===== config.mk =====
export PLATFORM = sky130hd
export DESIGN_NAME = vanilla_bubble_profiler
export DESIGN_NICKNAME = d
export VERILOG_FILES = /design/src/rtl/vanilla_bubble_profiler_pkg.sv /design/src/rtl/bsg_priority_encode.sv /design/src/rtl/vanilla_bubble_profiler_counter_bank.sv /design/src/rtl/vanilla_bubble_profiler.sv
export SDC_FILE = /design/constraint.sdc
export NUM_CORES = 1
export LEC_CHECK = 0
export CAP_MARGIN = 5
export CELL_PAD_IN_SITES_DETAIL_PLACEMENT = 1
export CELL_PAD_IN_SITES_GLOBAL_PLACEMENT = 1
export CORE_MARGIN = 3
export CORE_UTILIZATION = 34
export CTS_BUF_LIST = sky130_fd_sc_hd__clkbuf_8
export DETAILED_ROUTE_END_ITERATION = 10
export PLACE_DENSITY_LB_ADDON = 0.12
export SETUP_SLACK_MARGIN = 0.02
export SLEW_MARGIN = 20
export SYNTH_ARGS = -nofsm -noshare
export SYNTH_HDL_FRONTEND = slang
export SYNTH_SLANG_ARGS = --single-unit

===== constraint.sdc =====
create_clock -name clk_i -period 4.2 [get_ports clk_i]
set_input_delay 0.84 -clock clk_i [delete_from_list [all_inputs] [get_ports clk_i]]
set_output_delay 0.84 -clock clk_i [all_outputs]
set_load 0.005 [all_outputs]

===== src/rtl/vanilla_bubble_profiler_pkg.sv =====
// vanilla_bubble_profiler_pkg: shared type codes, the cause-vector code base,
// the ID-stage bubble enum and a safe clog2 helper for the bubble profiler.
package vanilla_bubble_profiler_pkg;

   // Fixed bubble type codes; generic stall causes start at bp_cause_base_gp.
   localparam int unsigned e_bp_no_bubble   = 0;
   localparam int unsigned e_bp_branch_miss = 1;
   localparam int unsigned e_bp_jalr_miss   = 2;
   localparam int unsigned e_bp_icache_miss = 3;
   localparam int unsigned bp_cause_base_gp = 4;

   // Front-end bubbles tracked in ID; encodings equal the EXE type codes.
   typedef enum logic [1:0] {
      e_id_no_bubble   = 2'd0,
      e_id_branch_miss = 2'd1,
      e_id_jalr_miss   = 2'd2,
      e_id_icache_miss = 2'd3
   } bp_id_bubble_e;

   // Width needed to index n entries, never less than 1.
   function automatic int unsigned bp_safe_clog2(input int unsigned n);
      return (n <= 1) ? 1 : $clog2(n);
   endfunction

endpackage


===== src/rtl/bsg_priority_encode.sv =====
// bsg_priority_encode: index of the highest-priority set bit of i.
// lo_to_hi_p=1 gives bit 0 the highest priority; v_o flags any bit set.
module bsg_priority_encode #(
   parameter  int unsigned width_p       = 1,
   parameter  int unsigned lo_to_hi_p    = 1,
   localparam int unsigned addr_width_lp = (width_p <= 1) ? 1 : $clog2(width_p)
) (
   input  logic [width_p-1:0]       i,
   output logic [addr_width_lp-1:0] addr_o,
   output logic                     v_o
);

   // First set bit in priority order wins.
   always_comb begin
      logic found;
      int unsigned idx;
      addr_o = '0;
      v_o    = |i;
      found  = 1'b0;
      for (int unsigned k = 0; k < width_p; k++) begin
         idx = (lo_to_hi_p != 0) ? k : (width_p - 1 - k);
         if (!found && i[idx]) begin
            addr_o = addr_width_lp'(idx);
            found  = 1'b1;
         end
      end
   end

endmodule


===== src/rtl/vanilla_bubble_profiler_counter_bank.sv =====
// vanilla_bubble_counter_bank: saturating per-type bubble counters with a
// synchronous clear and a registered one-cycle read port. Reads return the
// value before any same-cycle increment or clear; out-of-range reads return 0.
module vanilla_bubble_counter_bank
   import vanilla_bubble_profiler_pkg::*;
#(
   parameter  int unsigned els_p         = 28,
   parameter  int unsigned width_p       = 32,
   localparam int unsigned addr_width_lp = bp_safe_clog2(els_p)
) (
   input  logic                     clk_i,
   input  logic                     reset_i,
   input  logic                     clear_i,
   input  logic                     inc_v_i,
   input  logic [addr_width_lp-1:0] inc_addr_i,
   input  logic                     rd_v_i,
   input  logic [addr_width_lp-1:0] rd_addr_i,
   output logic                     rd_v_o,
   output logic [width_p-1:0]       rd_data_o
);

   logic [width_p-1:0] ctr_q [els_p];
   logic [width_p-1:0] ctr_d [els_p];
   logic               rd_v_q, rd_v_d;
   logic [width_p-1:0] rd_data_q, rd_data_d;

   // Counter update: clear beats increment; increments stop at all-ones.
   always_comb begin
      for (int unsigned k = 0; k < els_p; k++) begin
         ctr_d[k] = ctr_q[k];
         if (clear_i) begin
            ctr_d[k] = '0;
         end else if (inc_v_i && (addr_width_lp'(k) == inc_addr_i) && (ctr_q[k] != '1)) begin
            ctr_d[k] = ctr_q[k] + width_p'(1);
         end
      end
   end

   // Read lookup against current (pre-update) counter values.
   always_comb begin
      rd_v_d    = rd_v_i;
      rd_data_d = '0;
      if (rd_v_i) begin
         for (int unsigned k = 0; k < els_p; k++) begin
            if (addr_width_lp'(k) == rd_addr_i) begin
               rd_data_d = ctr_q[k];
            end
         end
      end
   end

   // Counter and read-port registers.
   always_ff @(posedge clk_i or posedge reset_i) begin
      if (reset_i) begin
         for (int unsigned k = 0; k < els_p; k++) begin
            ctr_q[k] <= '0;
         end
         rd_v_q    <= 1'b0;
         rd_data_q <= '0;
      end else begin
         for (int unsigned k = 0; k < els_p; k++) begin
            ctr_q[k] <= ctr_d[k];
         end
         rd_v_q    <= rd_v_d;
         rd_data_q <= rd_data_d;
      end
   end

   assign rd_v_o    = rd_v_q;
   assign rd_data_o = rd_data_q;

endmodule


===== src/rtl/vanilla_bubble_profiler.sv =====
// vanilla_bubble_profiler: classifies the instruction in EXE as a bubble type
// (front-end mispredict/icache miss tracked through ID, or a generic stall
// cause) and records its PC. Per-type counters and the read port exist only
// when VANILLA_BUBBLE_PROFILER_COUNTERS_EN is defined.
module vanilla_bubble_profiler
   import vanilla_bubble_profiler_pkg::*;
#(
   parameter  int unsigned data_width_p  = 32,
   parameter  int unsigned num_causes_p  = 24,
   parameter  int unsigned ctr_width_p   = 32,
   localparam int unsigned type_width_lp = bp_safe_clog2(num_causes_p + bp_cause_base_gp)
) (
   input  logic                     clk_i,
   input  logic                     reset_i,
   input  logic [data_width_p-1:0]  if_pc_i,
   input  logic [data_width_p-1:0]  id_pc_i,
   input  logic [data_width_p-1:0]  exe_pc_i,
   input  logic                     stall_all_i,
   input  logic                     icache_miss_i,
   input  logic                     icache_miss_in_pipe_i,
   input  logic                     branch_mispredict_i,
   input  logic                     jalr_mispredict_i,
   input  logic [num_causes_p-1:0]  stall_cause_i,
   input  logic                     clear_i,
   input  logic                     rd_v_i,
   input  logic [type_width_lp-1:0] rd_addr_i,
   output logic [type_width_lp-1:0] exe_bubble_type_o,
   output logic [data_width_p-1:0]  exe_bubble_pc_o,
   output logic                     rd_v_o,
   output logic [ctr_width_p-1:0]   rd_data_o
);

   localparam int unsigned num_types_lp       = num_causes_p + bp_cause_base_gp;
   localparam int unsigned cause_addr_width_lp = bp_safe_clog2(num_causes_p);

   logic [data_width_p-1:0]        icache_miss_pc_q, icache_miss_pc_d;
   bp_id_bubble_e                  id_type_q, id_type_d;
   logic [data_width_p-1:0]        id_pc_q, id_pc_d;
   logic [type_width_lp-1:0]       exe_type_q, exe_type_d;
   logic [data_width_p-1:0]        exe_pc_q, exe_pc_d;
   logic [cause_addr_width_lp-1:0] cause_addr;
   logic                           cause_v;

   bsg_priority_encode #(
      .width_p   (num_causes_p),
      .lo_to_hi_p(1)
   ) cause_penc (
      .i     (stall_cause_i),
      .addr_o(cause_addr),
      .v_o   (cause_v)
   );

   // Remember the PC of the latest icache miss, even while frozen.
   always_comb begin
      icache_miss_pc_d = icache_miss_pc_q;
      if (icache_miss_i) begin
         icache_miss_pc_d = if_pc_i;
      end
   end

   // ID bubble: a mispredict resolving in EXE flushes ID; else an icache-miss bubble.
   always_comb begin
      id_type_d = id_type_q;
      id_pc_d   = id_pc_q;
      if (!stall_all_i) begin
         if (branch_mispredict_i) begin
            id_type_d = e_id_branch_miss;
            id_pc_d   = exe_pc_i;
         end else if (jalr_mispredict_i) begin
            id_type_d = e_id_jalr_miss;
            id_pc_d   = exe_pc_i;
         end else if (icache_miss_in_pipe_i) begin
            id_type_d = e_id_icache_miss;
            id_pc_d   = icache_miss_pc_q;
         end else begin
            id_type_d = e_id_no_bubble;
            id_pc_d   = '0;
         end
      end
   end

   // EXE bubble: mispredict, then the bubble carried from ID, then the lowest stall cause.
   always_comb begin
      exe_type_d = exe_type_q;
      exe_pc_d   = exe_pc_q;
      if (!stall_all_i) begin
         if (branch_mispredict_i) begin
            exe_type_d = type_width_lp'(e_bp_branch_miss);
            exe_pc_d   = exe_pc_i;
         end else if (jalr_mispredict_i) begin
            exe_type_d = type_width_lp'(e_bp_jalr_miss);
            exe_pc_d   = exe_pc_i;
         end else if (id_type_q != e_id_no_bubble) begin
            exe_type_d = type_width_lp'(id_type_q);
            exe_pc_d   = id_pc_q;
         end else if (cause_v) begin
            exe_type_d = type_width_lp'(bp_cause_base_gp) + type_width_lp'(cause_addr);
            exe_pc_d   = id_pc_i;
         end else begin
            exe_type_d = type_width_lp'(e_bp_no_bubble);
            exe_pc_d   = '0;
         end
      end
   end

   // Classification state registers.
   always_ff @(posedge clk_i or posedge reset_i) begin
      if (reset_i) begin
         icache_miss_pc_q <= '0;
         id_type_q        <= e_id_no_bubble;
         id_pc_q          <= '0;
         exe_type_q       <= '0;
         exe_pc_q         <= '0;
      end else begin
         icache_miss_pc_q <= icache_miss_pc_d;
         id_type_q        <= id_type_d;
         id_pc_q          <= id_pc_d;
         exe_type_q       <= exe_type_d;
         exe_pc_q         <= exe_pc_d;
      end
   end

   assign exe_bubble_type_o = exe_type_q;
   assign exe_bubble_pc_o   = exe_pc_q;

`ifdef VANILLA_BUBBLE_PROFILER_COUNTERS_EN
   // Every unfrozen cycle charges the type now in EXE, including no_bubble.
   vanilla_bubble_counter_bank #(
      .els_p  (num_types_lp),
      .width_p(ctr_width_p)
   ) counter_bank (
      .clk_i     (clk_i),
      .reset_i   (reset_i),
      .clear_i   (clear_i),
      .inc_v_i   (~stall_all_i),
      .inc_addr_i(exe_type_q),
      .rd_v_i    (rd_v_i),
      .rd_addr_i (rd_addr_i),
      .rd_v_o    (rd_v_o),
      .rd_data_o (rd_data_o)
   );
`else
   logic unused_counter_ports;
   assign unused_counter_ports = ^{clear_i, rd_v_i, rd_addr_i};
   assign rd_v_o    = 1'b0;
   assign rd_data_o = '0;
`endif

endmodule


==> summary by stage, run 1 <==
Worst setup path
The worst reg-to-reg path cell count is 5. At the worst endpoint, the required time is 4.47 ns. The worst register-to-register path ends at exe_bubble_pc_o[29]$_DFFE_PP0N_. The worst reg2reg path startpoint is id_type_q[0]$_DFFE_PP0N_. The kind of end point of the critical path is a register. The worst setup path category is in -> reg. The critical path data arrival time is 3.14 ns. The maximum fanout count along the critical path is 23. The worst register-to-register path has a setup slack of 1.99 ns. The kind of start point of the critical path is an input pin.

Power and ir drop
The share of total power in sequential cells is 0.521. The analysis attributes to net switching a power of 0.6443 mW. The maximum VDD drop is 0.0001668 V. Of the total power, the share spent switching nets is 0.2900. The combinational share of power is 0.240. The share of total power dissipated in the clock network is 0.240. The power per standard cell area is 305.6 mW/mm^2.

The internal power is 1.577 mW. The cell leakage power is 3.055 nW.

Clock tree
The number of buffers added by the clock tree synthesis step is 9. Clock latency on the worst-skew pair, taken at its later pin, is 0.38 ns. In this run the number of H-tree levels came out at 3. TritonCTS built the clock tree. The largest buffer count on any clock path is 2. The cts-stage hold buffer count is 0. The clock edge transition at the registers on the reported setup and hold paths is 0.09 ns.

The clock net in this run drives a total of 103 sinks. The number of buffers inserted by post-CTS setup repair is 0. The root buffer selected by CTS is sky130_fd_sc_hd__clkbuf_8. The number of cells upsized or downsized after cts is 0.

Layout
The net total in the final layout is 828. Relative to the synthesized area, the layout overhead comes to 32.67%. The ratio of cells with drive above 1 in the final layout is 0.1326. Excluding fillers, the count of instances in the completed layout stands at 905. 0 antenna diodes ended up in the layout.

Floorplan
From left edge to right edge, the die measures 133.0 um. The height of the die is 133.0 um. Pin placement for this block handled 204 I/O pins.

The starting utilization of the core area is 0.3539. The core area is 0.01548 sq mm. The site row count is 45. The die covers 0.01768 sq mm.

Synthesis
The post-synthesis sequential element count is 103. After synthesis the cells add up to 0.005480 sq mm. The average instance area after synthesis is 9.857 sq um.

The share of flip-flops with an asynchronous set or reset after synthesis is 1.000. Sorting the synthesized cells by area gives the leading types as sky130_fd_sc_hd__dfrtp_1 47%, sky130_fd_sc_hd__a221oi_2 7.4%, sky130_fd_sc_hd__mux2_2 6.6%, sky130_fd_sc_hd__o31ai_1 5.1%, sky130_fd_sc_hd__nand2_1 5.0%. The biggest area contributor in the post-synthesis netlist is sky130_fd_sc_hd__dfrtp_1.

Yosys instantiated no cell more often than sky130_fd_sc_hd__dfrtp_1. For this run, the register share of the synthesized area comes to 0.4703. The cell count after synthesis is 556. The number of distinct standard cells referenced by the synthesized netlist is 42. For this run, the leading register cell type out of synthesis is sky130_fd_sc_hd__dfrtp_1. The number of enable-type register cells in the synthesized netlist is 0. In the synthesized netlist, the cells that appear most often are 103 x sky130_fd_sc_hd__dfrtp_1, 73 x sky130_fd_sc_hd__nand2_1, 46 x sky130_fd_sc_hd__nor2_1, 41 x sky130_fd_sc_hd__a21oi_1. Yosys printed 0 warnings.

The proportion of netlist area held by the largest area contributor is 0.4703.

Hold path
The worst hold path begins at exe_bubble_pc_o[25]$_DFFE_PP0N_. The worst hold path terminates at exe_bubble_pc_o[25]$_DFFE_PP0N_. The path category of the worst min-delay check is reg -> reg. Along the worst hold path, the cell count comes to 2.

STA
The smallest clock period supported by the final layout is computed as 2.872 ns. The worst slew margin relative to its limit is 0.4106. Setup repair after global routing left no endpoint under its margin. The setup TNS is 0 ns.

The maximum operating frequency is 348.1 MHz. The number of hold violations in the final report is 0. In the finished design, the share of the clock period the worst path needs comes to 0.6839.

The number of max-slew violations in the final report is 0. Once routing completed, OpenROAD measured the worst setup slack at 1.328 ns. The final worst hold slack is 0.4903 ns. The count of endpoints failing setup in the final report is 0. The slew at the pin closest to its max-slew limit is 0.8842 ns. The clock arrives with 0.01275 ns of skew.

Place
Including well taps, the total number of placed cells is 893. Routability-driven placement finished with a final weighted congestion of 0.7930. Timing analysis after detailed placement gives a worst setup slack of 0.9122 ns. After legalization and detailed placement, the total HPWL measured 11060 um. During placement, the flow inserted port buffers numbering 163.

Routing
The detailed router finished its first iteration with 215 violations. The detailed-routing iteration count for the pre-antenna-repair pass is 4. The detail route stage leaves a number of antenna-violating nets equal to 0. In the routed design, unresolved DRC markers number 0.

The final wirelength is 16360 um. The average wire per cell in the routed design is 18.08 um. The total number of vias is 4636.

Using the TritonRoute via totals, the vias-per-cell ratio works out to 5.123.

GRT
The number of global-route vias before repair was 5005. The initial antenna violation count is 1. Entering global routing, the biggest net connects 92 pins. The first-pass GRT wire length is 26500 um. The global-route usage over all layers is 0.1854. For this run the aggregate overflow at the end of global routing stands at 0.

Status
The flow ran to the end, and the final reports show no timing, DRC or antenna violations.

Job
The number of maximum-capacitance constraint violations is 0.
[layout make-up]
class | count | area (sq um)
clock buffer | 9 | 123.9
timing repair buffer | 172 | 1704
inverter | 7 | 31.28
clock inverter | 3 | 16.27
fill | 1758 | 8213
sequential | 103 | 2577
multi-input combinational | 400 | 2554
tap | 211 | 264.0
[per-layer routing]
layer	global-route usage	up-vias	part of all wire	routed length [um]
met5	0	-	0.00079	13
met4	0.04503	2	0.012	193
met3	0.05856	17	0.066	1086
met2	0.3070	135	0.48	7888
li1	-	2194	-	-
met1	0.2365	2288	0.44	7178
[power groups by stage]
| stage | Clock [mW] | Combinational (mW) | Sequential, mW |
|---|---|---|---|
| after floorplan | 0 | 0.276 | 1.16 |
| after global placement | 0 | 0.525 | 1.17 |
| after detailed placement | 0 | 0.538 | 1.18 |
| after CTS | 0.561 | 0.540 | 1.16 |
| after global routing | 0.602 | 0.585 | 1.17 |
| final | 0.533 | 0.532 | 1.16 |
[state kept, by name, summed over array words and instances (netlist names)]
name	count
exe_bubble_type_o	5
id_pc_q	32
icache_miss_pc_q	32
exe_bubble_pc_o	32
id_type_q	2
[worst max-delay path: stages]
cell and delay [ns]:
sky130_fd_sc_hd__clkdlybuf4s50_1 0.57, sky130_fd_sc_hd__nor4_1 0.11, sky130_fd_sc_hd__and4_4 0.23, sky130_fd_sc_hd__a21oi_4 0.48, sky130_fd_sc_hd__buf_4 0.48, sky130_fd_sc_hd__a221oi_1 0.15, sky130_fd_sc_hd__o31ai_1 0.26
[how the worst max path moves through the flow]
stage	startpoint	to	slack, ns	cells past startpoint
final	stall_cause_i[13]	exe_bubble_pc_o[29]$_DFFE_PP0N_	1.33	7
after global routing	stall_cause_i[13]	exe_bubble_pc_o[29]$_DFFE_PP0N_	1.19	7
after CTS	stall_cause_i[13]	exe_bubble_pc_o[29]$_DFFE_PP0N_	1.31	7
after detailed placement	stall_cause_i[13]	exe_bubble_pc_o[9]$_DFFE_PP0N_	0.91	7
after global placement	stall_cause_i[13]	exe_bubble_pc_o[29]$_DFFE_PP0N_	0.98	7
after floorplan	reset_i	exe_bubble_pc_o[0]$_DFFE_PP0N_	0.66	1
[metrics by stage]
step	total power [mW]	instance area, sq um	util
floorplan	1.441	5600	-
global placement	1.696	7128	0.4604
detailed placement	1.714	7128	0.4604
CTS	2.259	7268	0.4694
global route	2.359	7271	0.4696
finish	2.222	7271	0.4696
[cells in the final DEF, fill, tap and decap left out, drive strengths merged, types with 2 or more instances in the layout]
cell type	n
inv	8
buf	11
conb	33
or2	2
nand3	2
nor4	8
nor2b	3
and3	32
clkbuf	9
dfrtp	103
a21oi	42
nand2	73
or4	2
nor2	47
mux2	32
o21ai	39
o31ai	37
clkdlybuf4s50	161
nor3	3
a221oi	32
[logic make-up after synthesis]
group | Yosys count | share of synthesized area
simple gates | 175 | 0.1521
compound gates | 158 | 0.2203
flops | 103 | 0.4703
buf+inv | 85 | 0.08699
mux | 32 | 0.06575
fa+ha+maj | 1 | 0.002283
other cells | 1 | 0.0006843
xor+xnor | 1 | 0.001598
(Power assumes the default switching activity.)
==> inputs of run 2 (changes only) <==
==> constraint.sdc (replaced) <==
create_clock -name clk_i -period 2.9 [get_ports clk_i]
set_input_delay 0.58 -clock clk_i [delete_from_list [all_inputs] [get_ports clk_i]]
set_output_delay 0.58 -clock clk_i [all_outputs]
set_load 0.005 [all_outputs]
==> summary by stage, run 2 (synthesis results as in run 1) <==
Status
The flow ran to the end, and the final reports show no timing, DRC or antenna violations.

Routing
After detailed routing, the average wire length per cell comes to 18.02 um. The detailed-routing iteration count for the pre-antenna-repair pass is 4. The highest metal layer used by the detailed router is met5.

Wires add up to 16520 um. The number of nets with antenna violations after routing is 0. The post-detailed-route DRC marker count is 0. The final route contains 4709 vias. The first-iteration detailed-routing DRC count is 201. The wire length on met2 is 7950 um. The routed metal-1 wirelength is 7341 um. After detailed routing, the met3 layer carries 1028 um of wire. The via-per-instance ratio is 5.135.

Floorplan
The core area is 0.01548 sq mm. The floorplan has 45 rows. Pin placement for this block handled 204 I/O pins. The height of the die is 133.0 um. From left edge to right edge, the die measures 133.0 um. The die covers 0.01768 sq mm. For this configuration, the core starts out at a cell density of 0.3539.

STA
The final clock period utilization by the worst path is 0.8436. The count of endpoints failing setup in the final report is 0. Static timing analysis puts the maximum clock frequency at 408.8 MHz. The tightest hold path in the finished design has a slack of 0.4881 ns. The clock arrives with 0.01478 ns of skew. Setup slack closes at 0.4536 ns. The setup TNS is 0 ns. The final critical-path required period is 2.446 ns. In this run the tightest slew margin relative to its limit is 0.5874. Setup repair after global routing left no endpoint under its margin.

The number of hold violations in the final report is 0. The number of max-slew violations in the final report was 0. The slew at the pin closest to its max-slew limit is 0.6175 ns.

Layout
The library cells used most frequently in the layout, excluding fill and tap cells, are 161 x sky130_fd_sc_hd__clkdlybuf4s50_1, 103 x sky130_fd_sc_hd__dfrtp_1, 73 x sky130_fd_sc_hd__nand2_1. The area growth from synthesis to layout is 35.05%. In the final design database the tool counted 836 nets.

The repair_antennas step left the layout with diodes totalling 0. The leading cell type in the layout, fill and taps excluded is sky130_fd_sc_hd__clkdlybuf4s50_1. Of the cells placed in the final design, the portion with a size suffix greater than 1 is 0.1459. The count of cells in the finished layout, fillers not included, comes to 917.

Clock tree
The clock net in this run drives a total of 103 sinks. The tree is rooted in a sky130_fd_sc_hd__clkbuf_8. TritonCTS built the clock tree.

The cts-stage hold buffer count is 0. The number of buffers added by the clock tree synthesis step is 9. Clock-pin slew was measured on the worst setup and hold paths at 0.10 ns. The clock latency of the later-clocked register in the worst-skew pair is 0.38 ns.

The number of gates resized after CTS was 0. In this run the number of H-tree levels came out at 3. The largest buffer count on any clock path is 2. The number of buffers inserted by post-CTS setup repair is 0.

Hold path
Counting instances, the worst hold path has a depth of 2. The path category of the worst min-delay check is reg -> reg.

Worst setup path
The worst reg2reg path startpoint is id_type_q[0]$_DFFE_PP0N_. The last element of the critical path is exe_bubble_pc_o[29]$_DFFE_PP0N_. Data on the critical path arrives at its endpoint at 2.70 ns. The kind of end point of the critical path is a register. The cell with the biggest individual delay on the critical path is sky130_fd_sc_hd__nor4_1. At the worst endpoint, the required time is 3.15 ns. The worst reg-to-reg setup slack is 0.95 ns. The worst setup path category is in -> reg. Tracing the worst setup path back leads to its startpoint at stall_cause_i[13]. For this run, the slowest stage of the critical path takes 0.52 ns.

Measured in cells, the most critical reg-to-reg path has a length of 5. The kind of start point of the critical path is an input pin. The signal on the critical path passes through clkdlybuf4s50_1, nor4_1, and4_4, a21oi_4, buf_12, a221oi_1, o31ai_1. The reg-to-reg critical path endpoint is exe_bubble_pc_o[29]$_DFFE_PP0N_. The maximum fanout count along the critical path is 16.

Place
The placed wire-length estimate is 11130 um. The number of placed instances, taps included, is 901. The count of input and output buffers is 163. Timing analysis after detailed placement gives a worst setup slack of 0.05788 ns. The placer congestion estimate is 0.7846.

GRT
The largest net degree at the start of global routing is 104. Global routing finished with a remaining overflow of 0. The first-pass GRT wire length is 26390 um. The number of global-route vias before repair is 4943.

Across every metal layer, demand over resource in global routing totals 0.1849. The initial antenna violation count is 2.

Job
Max-cap violations in this run came to 0.

Power and ir drop
The power per standard cell area is 447.0 mW/mm^2. The worst-case IR drop observed on VDD is 0.0003032 V. Summed over all cells, the static leakage comes to 3.120 nW.
-- run 2: cell type report --
class                      count  area [sq um]
multi-input combinational    400          2554
inverter                       7         30.03
timing repair buffer         180          1802
clock inverter                 6         36.28
fill                        1749          8083
clock buffer                  10         137.6
tap                          211         264.0
sequential                   103          2577
-- run 2: worst max-delay path, delay by kind of cell --
kind	cells	cell delay [ns]
AND/OR/NAND/NOR	2	0.87
buffers and inverters	2	0.71
AO/OA/AOI/OAI	3	0.54
-- run 2: metal layers --
layer,GRT usage,vias to the layer above
met5,0,-
met4,0.04099,4
met3,0.05856,20
met2,0.3056,145
met1,0.2378,2319
li1,-,2221
-- run 2: worst min path at each step --
stage / slack [ns] / to / from
after floorplan: 0.45 / id_pc_q[26]$_DFFE_PP0N_ / id_pc_q[26]$_DFFE_PP0N_
after CTS: 0.49 / exe_bubble_pc_o[2]$_DFFE_PP0N_ / exe_bubble_pc_o[2]$_DFFE_PP0N_
after detailed placement: 0.47 / exe_bubble_pc_o[2]$_DFFE_PP0N_ / exe_bubble_pc_o[2]$_DFFE_PP0N_
final: 0.49 / exe_bubble_pc_o[2]$_DFFE_PP0N_ / exe_bubble_pc_o[2]$_DFFE_PP0N_
after global routing: 0.51 / exe_bubble_pc_o[2]$_DFFE_PP0N_ / exe_bubble_pc_o[2]$_DFFE_PP0N_
after global placement: 0.46 / exe_bubble_pc_o[25]$_DFFE_PP0N_ / exe_bubble_pc_o[25]$_DFFE_PP0N_
-- run 2: stage by stage --
stage / cell area, sq um / util / power, mW
floorplan: 5604 / - / 2.087
global placement: 7227 / 0.4667 / 2.478
detailed placement: 7227 / 0.4667 / 2.503
CTS: 7401 / 0.4780 / 3.362
global route: 7401 / 0.4780 / 3.505
finish: 7401 / 0.4780 / 3.308
-- run 2: report_power, final --
| part | internal [mW] | leakage [nW] | switching (mW) | total (mW) |
|---|---|---|---|---|
| combinational | 0.425 | 1.78 | 0.367 | 0.791 |
| clock | 0.332 | 0.0913 | 0.509 | 0.841 |
| sequential | 1.59 | 1.25 | 0.0892 | 1.68 |
| total | 2.34 | 3.12 | 0.965 | 3.31 |
==> inputs of run 3 (changes only) <==
==> constraint.sdc (replaced) <==
create_clock -name clk_i -period 2.4 [get_ports clk_i]
set_input_delay 0.48 -clock clk_i [delete_from_list [all_inputs] [get_ports clk_i]]
set_output_delay 0.48 -clock clk_i [all_outputs]
set_load 0.005 [all_outputs]
==> summary by stage, run 3 (synthesis results as in run 1) <==
Status
The run finished with clean final reports.

Layout
At the end of the flow the core is filled with cells to 0.4914. The leading cell type in the layout, fill and taps excluded is sky130_fd_sc_hd__clkdlybuf4s50_1. The count of inserted antenna diode cells is 0. The net total in the final layout is 856. Fill cells in the final layout number 1743. The growth of design area from synthesis to finish is 38.84%. The post-route cell area is 0.007609 sq mm.

Of the cells placed in the final design, the portion with a size suffix greater than 1 is 0.1710. In the layout the commonest cells are 161 x sky130_fd_sc_hd__clkdlybuf4s50_1, 103 x sky130_fd_sc_hd__dfrtp_1, 73 x sky130_fd_sc_hd__nand2_1.

Power and ir drop
Of the total power, the share spent switching nets is 0.2879. The portion of total power attributed to the clock network is 0.275. The share of total power in sequential cells is 0.487. The internal portion of the total power is 2.963 mW. The maximum VDD drop is 0.0003566 V. The power per standard cell area is 546.8 mW/mm^2. The analysis attributes to cell leakage a power of 3.237 nW. The share of total power dissipated in combinational logic is 0.237. The net switching power figure is 1.198 mW.

Place
The placed wire-length estimate is 11360 um. Once placement finished, the instance area stood at 0.007415 sq mm. Routability-driven placement finished with a final weighted congestion of 0.8230.

The count of input and output buffers is 163.

Routing
The average wire per cell in the routed design is 17.72 um. Once detail routing completed, the nets flagged for antenna violations numbered 0. For this block, the initial DRC count from the detailed router was 174. In the routed design, unresolved DRC markers number 0. The first detailed-routing pass ran for 4 iterations. The via-per-instance ratio is 5.084. The routed layout has 4759 vias. The final wirelength is 16580 um.

STA
Between clock sinks in the finished design, the worst skew comes to 0.01258 ns. The setup TNS is 0 ns. For the pin with the worst max-slew slack, the measured transition is 0.6281 ns. Timing would allow up to 467.4 MHz. The smallest clock period supported by the final layout is computed as 2.139 ns.

Setup repair after global routing left no endpoint under its margin. The number of max-slew violations in the final report came to 0. The number of hold violations in the final report is 0. Measured against its own limit, the worst slew margin works out to 0.5813. The count of endpoints failing setup in the final report is 0. The final clock period utilization by the worst path is 0.8914.

GRT
The number of global-route vias before repair is 5127. The met3 demand-to-capacity share in global routing is 0.05171. In the global route stage, met2 resource usage came out at 0.3104. The initial antenna violation count is 0.

The global-route met1 utilization is 0.2407. For this run the aggregate overflow at the end of global routing stands at 0. The first global-routing pass estimated 26650 um of wire. The largest net degree at the start of global routing is 104. The most used routing layer in global routing is met2. Across every metal layer, demand over resource in global routing totals 0.1864.

Worst setup path
The worst setup path is captured at a register. The maximum fanout count along the critical path is 3. The combined buffer and inverter count along the critical path is 1. The critical path data arrival time is 2.44 ns. The critical path in this run is classified as in -> reg. Broken down by cell family, the worst path's largest delay share belongs to simple AND/OR/NAND/NOR gates. The delay of the slowest cell on the worst path is 0.63 ns. The required time of the critical path is 2.71 ns. The cell with the biggest individual delay on the critical path is sky130_fd_sc_hd__or4_1. The critical path goes through clkdlybuf4s50_1, or4_1, nor2b_1, o21a_1, ha_1, xor2_1, o21ai_0.

The worst setup path is launched from an input pin.

Clock tree
The TritonCTS clock tree is built. The clock passes through at most 2 buffers. The root buffer selected by CTS is sky130_fd_sc_hd__clkbuf_8. Buffers added to address setup during post-CTS repair amount to 0. In this run, post-CTS repair resized a total of 0 instances. Counting every sink on the clock net gives 103. For the worst-skew pair, the clock arrives at the later sink with an insertion delay of 0.39 ns. The clock tree synthesis step divided the H-tree into 3 levels. In this run, post-CTS hold repair placed 0 buffers. The number of buffers added by the clock tree synthesis step is 9. After clock tree synthesis, the clock-pin slew on the worst setup and hold paths is 0.09 ns.

Floorplan
The boundary pin count is 204. The core area is 0.01548 sq mm. The height of the die is 133.0 um. The area enclosed by the die boundary is 0.01768 sq mm.

The die is 133.0 um wide. The site row count is 45. The initial utilization of the core area, before any placement, comes to 0.3539.

Job
The number of maximum-capacitance constraint violations is 0.

Hold path
In this run the worst hold path is classified as in -> reg.
==> run 3: cell count changes in the layout (fill, tap and decap cells not counted), sizes merged <==
cell / before / now
clkinvlp: 3 / 2
bufinv: 0 / 1
inv: 9 / 7
buf: 19 / 39
clkinv: 1 / 2
==> run 3: power groups by stage <==
| stage | logic, mW | registers [mW] | clock network (mW) |
|---|---|---|---|
| after floorplan | 0.484 | 2.04 | 0 |
| after global placement | 0.974 | 2.05 | 0 |
| after detailed placement | 0.998 | 2.06 | 0 |
| after CTS | 1.00 | 2.03 | 1.19 |
| after global routing | 1.08 | 2.05 | 1.26 |
| final | 0.988 | 2.03 | 1.15 |
==> run 3: final timing paths <==
path | start | end | slack (ns) | cells after the start
min in group asynchronous | reset_i | exe_bubble_pc_o[5]$_DFFE_PP0N_ | 0.57 | 3
max reg2reg | id_type_q[0]$_DFFE_PP0N_ | exe_bubble_pc_o[21]$_DFFE_PP0N_ | 0.64 | 5
max in group asynchronous | reset_i | id_type_q[1]$_DFFE_PP0N_ | 1.36 | 3
min reg2reg | exe_bubble_pc_o[24]$_DFFE_PP0N_ | exe_bubble_pc_o[24]$_DFFE_PP0N_ | 0.49 | 2
max | stall_cause_i[20] | exe_bubble_type_o[4]$_DFFE_PP0N_ | 0.26 | 7
min | stall_all_i | id_type_q[1]$_DFFE_PP0N_ | 0.41 | 2
==> run 3: through the flow <==
step	hold slack [ns]	std cells	power, mW	setup WS (ns)
4_1_cts	0.3821	936	4.222	0.2941
2_1_floorplan	0.4530	588	2.522	0.4254
3_5_place_dp	0.4686	921	3.061	-0.1430
6_report	0.4118	936	4.160	0.2607
5_1_grt	0.4012	936	4.393	0.2064
3_3_place_gp	0.4660	921	3.025	-0.1120
==> run 3: cell type report <==
class                           instances  area (sq um)  share of cell area
Clock buffer                           10         137.6             0.01809
Clock inverter                          5         56.30            0.007400
Inverter                                7         30.03            0.003947
Multi-Input combinational cell        400          2554              0.3356
Sequential cell                       103          2577              0.3388
Tap cell                              211         264.0             0.03470
Timing Repair Buffer                  200          1989              0.2615
==> run 3: layer usage <==
layer	vias to the layer above	wire [um]	share of wire
met1	2349	7659	0.46
li1	2262	-	-
met3	14	870	0.052
met2	134	7857	0.47
met5	-	0	0
met4	0	196	0.012
